$ cat src/rtl/bus_pkg.sv
// Shared constants for the datapath bus arbiter/mux.
// Latency: n/a (package only).
// Backpressure: n/a (package only).
package bus_pkg;

  // Arbitration modes
  localparam int ARB_FIXED = 0;
  localparam int ARB_RR    = 1;

  // Default geometry and statistics width
  localparam int BUS_DATA_W  = 32;
  localparam int BUS_NUM_SRC = 24;
  localparam int CNT_W       = 16;

  // Source indices in drive-enable order (R0out ... Cout)
  localparam int SRC_R0     = 0;
  localparam int SRC_R1     = 1;
  localparam int SRC_R2     = 2;
  localparam int SRC_R3     = 3;
  localparam int SRC_R4     = 4;
  localparam int SRC_R5     = 5;
  localparam int SRC_R6     = 6;
  localparam int SRC_R7     = 7;
  localparam int SRC_R8     = 8;
  localparam int SRC_R9     = 9;
  localparam int SRC_R10    = 10;
  localparam int SRC_R11    = 11;
  localparam int SRC_R12    = 12;
  localparam int SRC_R13    = 13;
  localparam int SRC_R14    = 14;
  localparam int SRC_R15    = 15;
  localparam int SRC_HI     = 16;
  localparam int SRC_LO     = 17;
  localparam int SRC_ZHI    = 18;
  localparam int SRC_ZLO    = 19;
  localparam int SRC_PC     = 20;
  localparam int SRC_MDR    = 21;
  localparam int SRC_INPORT = 22;
  localparam int SRC_C      = 23;

  // Increment an index, wrapping from n-1 back to 0
  function automatic int wrap_inc(input int idx, input int n);
    return (idx + 1 >= n) ? 0 : idx + 1;
  endfunction

endpackage

$ cat src/rtl/bus_prio_enc.sv
// Rotating priority encoder: first asserted request at or after start, wrapping.
// Latency: purely combinational.
// Backpressure: none; reports any_req / multi_req alongside the winner.
module bus_prio_enc #(
  parameter int N     = 24,
  parameter int IDX_W = 5
) (
  input  logic [N-1:0]     req,
  input  logic [IDX_W-1:0] start,
  output logic [IDX_W-1:0] winner,
  output logic             any_req,
  output logic             multi_req
);

  logic found;
  logic seen;
  int   idx;

  // Scan from start, wrapping modulo N; also flag two or more requests
  always_comb begin
    winner    = '0;
    any_req   = 1'b0;
    multi_req = 1'b0;
    found     = 1'b0;
    seen      = 1'b0;
    idx       = 0;
    for (int i = 0; i < N; i++) begin
      if (req[i]) begin
        if (seen) multi_req = 1'b1;
        seen = 1'b1;
      end
    end
    any_req = seen;
    for (int i = 0; i < N; i++) begin
      idx = int'(start) + i;
      if (idx >= N) idx = idx - N;
      if (!found && req[idx]) begin
        winner = IDX_W'(idx);
        found  = 1'b1;
      end
    end
  end

endmodule

$ cat src/rtl/bus_arbiter_mux.sv
// Registered shared-bus mux with fixed-priority or round-robin source selection.
// Latency: one cycle from src_out/src_data to bus_out/bus_sel/bus_valid.
// Backpressure: none; consumers qualify bus_out with bus_valid. Stats via BUS_CONTENTION_STATS_EN.
module bus_arbiter_mux
  import bus_pkg::*;
#(
  parameter int DATA_W   = BUS_DATA_W,
  parameter int NUM_SRC  = BUS_NUM_SRC,
  parameter int ARB_MODE = ARB_FIXED,
  parameter int SEL_W    = $clog2(NUM_SRC)
) (
  input  logic                      clock,
  input  logic                      clear,
  input  logic [NUM_SRC-1:0]        src_out,
  input  logic [NUM_SRC*DATA_W-1:0] src_data,
  output logic [DATA_W-1:0]         bus_out,
  output logic                      bus_valid,
  output logic [SEL_W-1:0]          bus_sel,
  output logic                      contention,
  output logic [CNT_W-1:0]          contention_cnt
);

  logic [DATA_W-1:0] bus_q;
  logic              valid_q;
  logic [SEL_W-1:0]  sel_q;
  logic [SEL_W-1:0]  rr_ptr_q, rr_ptr_d;
  logic [SEL_W-1:0]  start;
  logic [SEL_W-1:0]  winner;
  logic [SEL_W-1:0]  rr_next;
  logic              any_req;
  logic              multi_req;

  // Fixed priority always searches from index 0
  assign start   = (ARB_MODE == ARB_RR) ? rr_ptr_q : '0;
  assign rr_next = SEL_W'(wrap_inc(int'(winner), NUM_SRC));

  bus_prio_enc #(
    .N     (NUM_SRC),
    .IDX_W (SEL_W)
  ) u_enc (
    .req       (src_out),
    .start     (start),
    .winner    (winner),
    .any_req   (any_req),
    .multi_req (multi_req)
  );

  // Round-robin pointer moves past the winner on contention (or every valid cycle without stats)
  always_comb begin
    rr_ptr_d = rr_ptr_q;
    if (ARB_MODE == ARB_RR) begin
`ifdef BUS_CONTENTION_STATS_EN
      if (multi_req) rr_ptr_d = rr_next;
`else
      if (any_req) rr_ptr_d = rr_next;
`endif
    end
  end

  // Bus register: load winner's word, hold value and index when idle
  always_ff @(posedge clock) begin
    if (clear) begin
      bus_q    <= '0;
      valid_q  <= 1'b0;
      sel_q    <= '0;
      rr_ptr_q <= '0;
    end else begin
      valid_q  <= any_req;
      rr_ptr_q <= rr_ptr_d;
      if (any_req) begin
        bus_q <= src_data[winner*DATA_W +: DATA_W];
        sel_q <= winner;
      end
    end
  end

  assign bus_out   = bus_q;
  assign bus_valid = valid_q;
  assign bus_sel   = sel_q;

`ifdef BUS_CONTENTION_STATS_EN
  logic             cont_q;
  logic [CNT_W-1:0] cnt_q;

  // Contention pulse and saturating contention counter
  always_ff @(posedge clock) begin
    if (clear) begin
      cont_q <= 1'b0;
      cnt_q  <= '0;
    end else begin
      cont_q <= multi_req;
      if (multi_req && (cnt_q != {CNT_W{1'b1}})) cnt_q <= cnt_q + 1'b1;
    end
  end

  assign contention     = cont_q;
  assign contention_cnt = cnt_q;
`else
  logic unused_multi_req;

  assign unused_multi_req = multi_req;
  assign contention       = 1'b0;
  assign contention_cnt   = '0;
`endif

endmodule

$ cat config.mk
export PLATFORM = sky130hd
export DESIGN_NAME = bus_arbiter_mux
export DESIGN_NICKNAME = d
export VERILOG_FILES = /design/src/rtl/bus_pkg.sv /design/src/rtl/bus_prio_enc.sv /design/src/rtl/bus_arbiter_mux.sv
export SDC_FILE = /design/constraint.sdc
export NUM_CORES = 1
export LEC_CHECK = 0
export BUFFER_PORTS_ARGS = -buffer_cell sky130_fd_sc_hd__buf_2
export CAP_MARGIN = 20
export CORE_AREA = 4 4 330 332
export CTS_CLUSTER_DIAMETER = 40
export DETAILED_ROUTE_END_ITERATION = 10
export DIE_AREA = 0 0 334 336
export GPL_ROUTABILITY_DRIVEN = 0
export SYNTH_ARGS = -nofsm -noshare
export SYNTH_HDL_FRONTEND = slang
export SYNTH_SLANG_ARGS = --single-unit
$ cat constraint.sdc
create_clock -name clock -period 3.5 [get_ports clock]
set_input_delay 0.175 -clock clock [delete_from_list [all_inputs] [get_ports clock]]
set_output_delay 0.175 -clock clock [all_outputs]
set_load 0.05 [all_outputs]
==> metrics.md, run 1 <==
| Metric | Value |
|---|---|
| DRC errors left | 0 |
| Port bufs | 831 |
| Max VDD drop | 181 uV |
| Worst setup margin | -0.0680 ns |
| TNS Setup | -0.0680 ns |
| Cell area after synthesis | 0.00858 sq mm |
| Worst-Margin Slew | 1.19 ns |
| Worst skew pair latency | 0.35 ns |
| Largest area contributor in the netlist | nand2_1 |
| Max-cap violations | 0 |
| Fill count | 12.5k |
| Die Ht | 336 microns |
| Chip width | 334 microns |
| Yosys cell types | 44 |
| Slew HR | 0.200 |
| Post-route ant nets | 0 |
| Synth cell count leaders | 746 x nand2_1, 374 x nand3_1, 88 x clkbuf_1 |
| Worst hold path type | in -> reg |
| Mapped Avg Cell Area | 5.12 sq um |
| Worst hold slack | 0.198 ns |
| GRT overflow | 0 |
| Number of global-route vias before repair | 14.6k |
| WL final | 94000 microns |
| Crit Path Category | in -> reg |
| Row count | 120 |
| Leakage | 7.71 nW |
| H-tree Lvls | 2 |
| Largest net degree at the start of global routing | 78 |
| DP Area | 0.0150 sq mm |
| Seq/Total Area, Yosys | 0.0886 |
| Top cell type's share of synthesized area | 0.326 |
| Met3 Use GR | 0.0436 |
| Count leader, synth | nand2_1 |
| Worst setup SP type | primary input |
| Global route hottest layer | met2 |
| Sink Count | 38 |
| RSZ-0062 raised after global routing | false |
| Failing checks | negative setup slack |
| Dpl cells | 3879 |
| Post-synth EDFFs | 0 |
| Worst Path Arrival | 3.86 ns |
| Clock Skew | 0 ns |
| I/O pin cnt | 849 |
| Core Region | 0.106 sq mm |
| Met1 Use GR | 0.204 |
| Iter 0 DRT Violations | 1644 |
| Main flop type after synthesis | dfxtp_1 |
| Post-synth ARST share | 0 |
| CP Data Required Time | 3.79 ns |
| Grt met2 use | 0.248 |
| Area growth syn-to-layout | 78.5% |
| DP HPWL | 82500 microns |
| CTS tree | done |
| CTS buffer count | 5 |
| Leading post-synthesis cells by cell area | nand2_1 33%, nand3_1 22%, dfxtp_1 8.9% |
| Clock Path Buffers | 2 |
| Clock transition at the registers of the reported paths | 0.09 ns |
| Post-route cell area | 0.0153 sq mm |
| PD cells | 197 mW/mm^2 |
| Initial antenna violation count | 79 |
| Die area | 0.112 sq mm |
| Layout Nets | 3279 |
| Yosys warning total | 0 |
| Min Clock Period, post-route | 3.57 ns |
| Vias | 16.1k |
| Final setup vio count | 1 |
| CP max FO | 31 |
| Starting density of the core | 0.0807 |
| Status | complete, but fails checks |
| Hold-fix buffers, CTS | 0 |
| TritonRoute pass-1 iters | 7 |
| #FFs+latches synth | 38 |
| First-pass GRT wire length | 120000 microns |
| Post-Syn Instances | 1675 |
| Final Hold Fails | 0 |
| Layout Cells excl Fill | 3917 |
| Routed vias/inst | 4.12 |
| Share of layout cells above drive strength 1 | 0.395 |
| Crit. End Element | flip-flop |
| Routed length per placed instance | 24.0 microns |
| Tot GR Track Use | 0.156 |
| Fmax | 280 MHz |
| Root Driver | clkbuf_16 |
| Final Max Tran Viols | 0 |
| Period utilisation layout | 1.02 |
==> through the flow <==
stage                     power, mW  setup slack, ns   util
after floorplan                1.40            0.652      -
after global placement         2.41           -0.572  0.141
after detailed placement       2.41           -0.576  0.141
after CTS                      3.07           0.0250  0.143
after global routing           3.23           0.0103  0.144
final                          3.02          -0.0680  0.144
==> kinds of logic (layout without fill, tap and decap cells) <==
logic type,after synthesis,in the layout,synth area share
compound gates,199,199,0.159
buf+inv,169,964,0.0918
flops,38,38,0.0886
mux,38,38,0.0443
other cells,1,45,0.000437
simple gates,1230,1230,0.616
==> critical path: stages <==
cell and delay [ns]:
buf_2 0.11, or4_4 0.57, or3_4 0.37, a311o_1 0.33, nand2_4 0.16, buf_12 0.22, buf_16 0.19, buf_12 0.18
nand2_1 0.08, nand3_1 0.08, nand2_1 0.10, o211ai_1 0.93, and3_1 0.28
==> metal layers <==
metal	vias up	part of all wire	routed length (microns)
li1	7372	-	-
met1	7439	0.42	39700
met2	1104	0.44	41400
met3	195	0.098	9250
met4	22	0.037	3470
met5	-	0.0015	141
==> flip-flops by register name (all words and copies together) (netlist names) <==
signal / flops
bus_valid: 1
bus_sel: 5
bus_out: 32
==> final timing paths <==
path	end	slack, ns	from	cells after the start
worst min register to register	bus_sel[1]	0.49	bus_sel[1]	2
worst max-delay path	bus_out[11]	-0.07	src_out[2]	13
worst max register to register	bus_out[18]	1.60	bus_out[18]	4
worst min-delay path	bus_sel[0]	0.20	src_out[20]	4
==> area by class of cell <==
cell class	instances	area, sq um	area share
diodes	28	70.1	0.00457
clock buffers	7	143	0.00931
clock inverters	1	5.00	0.000327
inverters	6	22.5	0.00147
multi-input cells	1484	7210	0.471
flip-flops and latches	38	761	0.0497
well taps	1403	1760	0.115
repair buffers	950	5350	0.349
==> report_power, final <==
group	internal, mW	switching [mW]	total (mW)
Combinational	0.749	1.13	1.88
Sequential	0.471	0.0758	0.546
Clock	0.287	0.302	0.589
Total	1.51	1.51	3.02
==> placed cells by master (no fill, tap or decap), types with 14 or more instances in the layout <==
cell / instances
a21oi_1: 78
and3_1: 21
buf_12: 19
buf_2: 831
buf_4: 97
conb_1: 17
dfxtp_1: 38
diode_2: 28
mux2i_1: 38
nand2_1: 744
nand3_1: 374
nor2_1: 40
nor4_1: 14
o211ai_1: 47
==> what timing repair did <==
| item | 4_1_cts | 5_1_grt |
|---|---|---|
| gates resized for setup | 3 | 2 |
| pin swaps | 3 | 2 |
| buffers inserted | 1 | 0 |
| endpoints found under the setup margin | 3 | 2 |
| gates cloned | 1 | 1 |
Note: power is estimated with default switching activity, not from simulation.
==> inputs of run 2 (changes only) <==
- CELL_PAD_IN_SITES_DETAIL_PLACEMENT: not set -> 1
- CELL_PAD_IN_SITES_GLOBAL_PLACEMENT: not set -> 1
- CORE_AREA: 4 4 330 332 -> 4 4 332 334
- DIE_AREA: 0 0 334 336 -> 0 0 336 338
- PLACE_DENSITY_LB_ADDON: not set -> 0.1
==> run 2 against run 1 <==
  * The flow now finishes without violations
  * Utilization increased by 0.20 points
  * Cell count grew 1.6%
  * Total power fell by 1.4%
  * Die area grew 1.2%
  * Sequential share of layout area down 0.097 points
  * Design area grew 2.0%
  * Via count down 3.6%
  * Sequential power shrank 6.2%
  * Worst setup slack improved by 0.24 ns
  * Register-to-register slack improved by 0.21 ns
  * Critical endpoint is now bus_out[13]
  * Largest cell class unchanged
  * Largest power group unchanged
  * Highest routed layer unchanged
==> metrics.md, run 2 (synthesis results as in run 1) <==
| Metric | Value |
|---|---|
| Status | completed |
| Largest net degree at the start of global routing | 78 |
| Clock Path Buffers | 2 |
| Fill count | 13.5k |
| Clock Skew | 0 ns |
| Sink Count | 38 |
| Dpl ws | -0.573 ns |
| Clock transition at the registers of the reported paths | 0.08 ns |
| Crit-path cells | buf_2, or4_1, or3_4, a311o_1, nand2_4, buf_12, buf_12, buf_4, buf_4, nand2_1, nand3_1, a21oi_1, nor4_2, and3_1 |
| Fmax | 300 MHz |
| H-tree Lvls | 2 |
| Global route hottest layer | met2 |
| Worst Path Arrival | 3.60 ns |
| Leakage | 7.88 nW |
| Worst-Margin Slew | 0.951 ns |
| Crit. End Element | flip-flop |
| Period utilisation layout | 0.951 |
| DP HPWL | 86100 microns |
| Area growth syn-to-layout | 82.1% |
| Chip width | 336 microns |
| Routed length per placed instance | 24.8 microns |
| TritonRoute pass-1 iters | 6 |
| Starting density of the core | 0.0803 |
| CP Data Required Time | 3.77 ns |
| Layout Nets | 3319 |
| NetSw | 1.47 mW |
| Final setup vio count | 0 |
| Die area | 0.114 sq mm |
| CP max FO | 48 |
| Worst setup margin | 0.171 ns |
| CTS buffer count | 5 |
| Crit Path Category | in -> reg |
| Worst hold path type | in -> reg |
| Max reg flops | 32 |
| Switching part of the total | 0.493 |
| Share of layout cells above drive strength 1 | 0.403 |
| Row count | 120 |
| Number of global-route vias before repair | 17.1k |
| Die Ht | 338 microns |
| Most frequent cells in the layout | 831 x buf_2, 744 x nand2_1, 374 x nand3_1, 138 x buf_4, 78 x a21oi_1 |
| Max-cap violations | 0 |
| Pwr Total | 2.98 mW |
| Final Max Tran Viols | 0 |
| Routed vias/inst | 3.91 |
| Grt met2 use | 0.293 |
| RSZ-0062 raised after global routing | false |
| Slowest-stage cell, CP | or4_1 |
| GRT overflow | 0 |
| DRC errors left | 0 |
| Core Region | 0.107 sq mm |
| CTS tree | done |
| Most common cell after layout, fill and taps aside | buf_2 |
| Met1 Use GR | 0.201 |
| Worst skew pair latency | 0.31 ns |
| Tot GR Track Use | 0.164 |
| WL final | 98700 microns |
| Flop pwr share | 0.172 |
| I/O pin cnt | 849 |
| Comb power frac | 0.644 |
| Root Driver | clkbuf_16 |
| Final Hold Fails | 0 |
| PD cells | 190 mW/mm^2 |
| Vias | 15.5k |
| Worst setup SP type | primary input |
| Clock share of power | 0.184 |
| Post-CTS setup buffers | 0 |
| Min Clock Period, post-route | 3.33 ns |
| Port bufs | 831 |
| Slew HR | 0.360 |
| Post-route ant nets | 0 |
| Max VDD drop | 152 uV |
| Initial antenna violation count | 61 |
| Met3 Use GR | 0.0289 |
| Iter 0 DRT Violations | 607 |
| First-pass GRT wire length | 132000 microns |
| Delay of the slowest critical-path stage | 0.62 ns |
| Pint | 1.51 mW |
-- run 2: cell count changes in the layout (fill, tap and decap cells not counted), sizes merged --
cell      before  now
buf          948  990
bufbuf         1    0
diode         28   49
clkbuf         8    5
clkinvlp       0    1
clkinv         2    3
-- run 2: power groups by stage --
stage	logic (mW)	registers, mW	clock network [mW]
floorplan	0.772	0.632	0
global placement	1.96	0.524	0
detailed placement	1.96	0.521	0
CTS	1.97	0.511	0.600
global route	2.11	0.516	0.605
finish	1.92	0.512	0.547
-- run 2: layer usage --
metal	up-vias	part of all wire
li1	7479	-
met1	7457	0.42
met2	506	0.51
met3	89	0.048
met4	14	0.022
met5	-	0.00098
-- run 2: worst paths after layout --
| kind | startpoint | to | slack, ns | cells after the start |
|---|---|---|---|---|
| worst max-delay path | src_out[2] | bus_out[13] | 0.17 | 14 |
| worst min-delay path | src_out[20] | bus_sel[0] | 0.20 | 4 |
| worst max register to register | bus_out[17] | bus_out[17] | 1.81 | 3 |
| worst min register to register | bus_sel[0] | bus_sel[0] | 0.50 | 2 |
-- run 2: stage by stage --
stage | std cells | cell area [sq um] | setup TNS (ns) | hold slack, ns | utilization
CTS | 3929 | 15500 | 0 | 0.173 | 0.145
global route | 3964 | 15600 | 0 | 0.210 | 0.146
global placement | 3921 | 15300 | -2.45 | 0.475 | 0.143
finish | 3978 | 15600 | 0 | 0.197 | 0.146
floorplan | 1691 | 8640 | 0 | 0.376 | -
detailed placement | 3921 | 15300 | -3.44 | 0.487 | 0.143
-- run 2: final cells by class --
cell class | count | area, sq um | share of cell area
clock inverters | 3 | 21.3 | 0.00136
diodes | 49 | 123 | 0.00785
clock buffers | 5 | 125 | 0.00801
repair buffers | 990 | 5620 | 0.359
multi-input cells | 1484 | 7200 | 0.461
well taps | 1403 | 1760 | 0.112
flip-flops and latches | 38 | 761 | 0.0487
inverters | 6 | 22.5 | 0.00144
-- run 2: repair_timing --
action | 4_1_cts | 5_1_grt
cloned | 0 | 0
gates resized for setup | 3 | 4
endpoints found under the setup margin | 3 | 4
hold buffers | 0 | 0
pin swaps | 0 | 0
-- run 2: critical path, delay by kind of cell --
kind | cells | cell delay, ns
AO/OA/AOI/OAI | 2 | 0.46
buffers and inverters | 5 | 0.87
AND/OR/NAND/NOR | 7 | 2.06
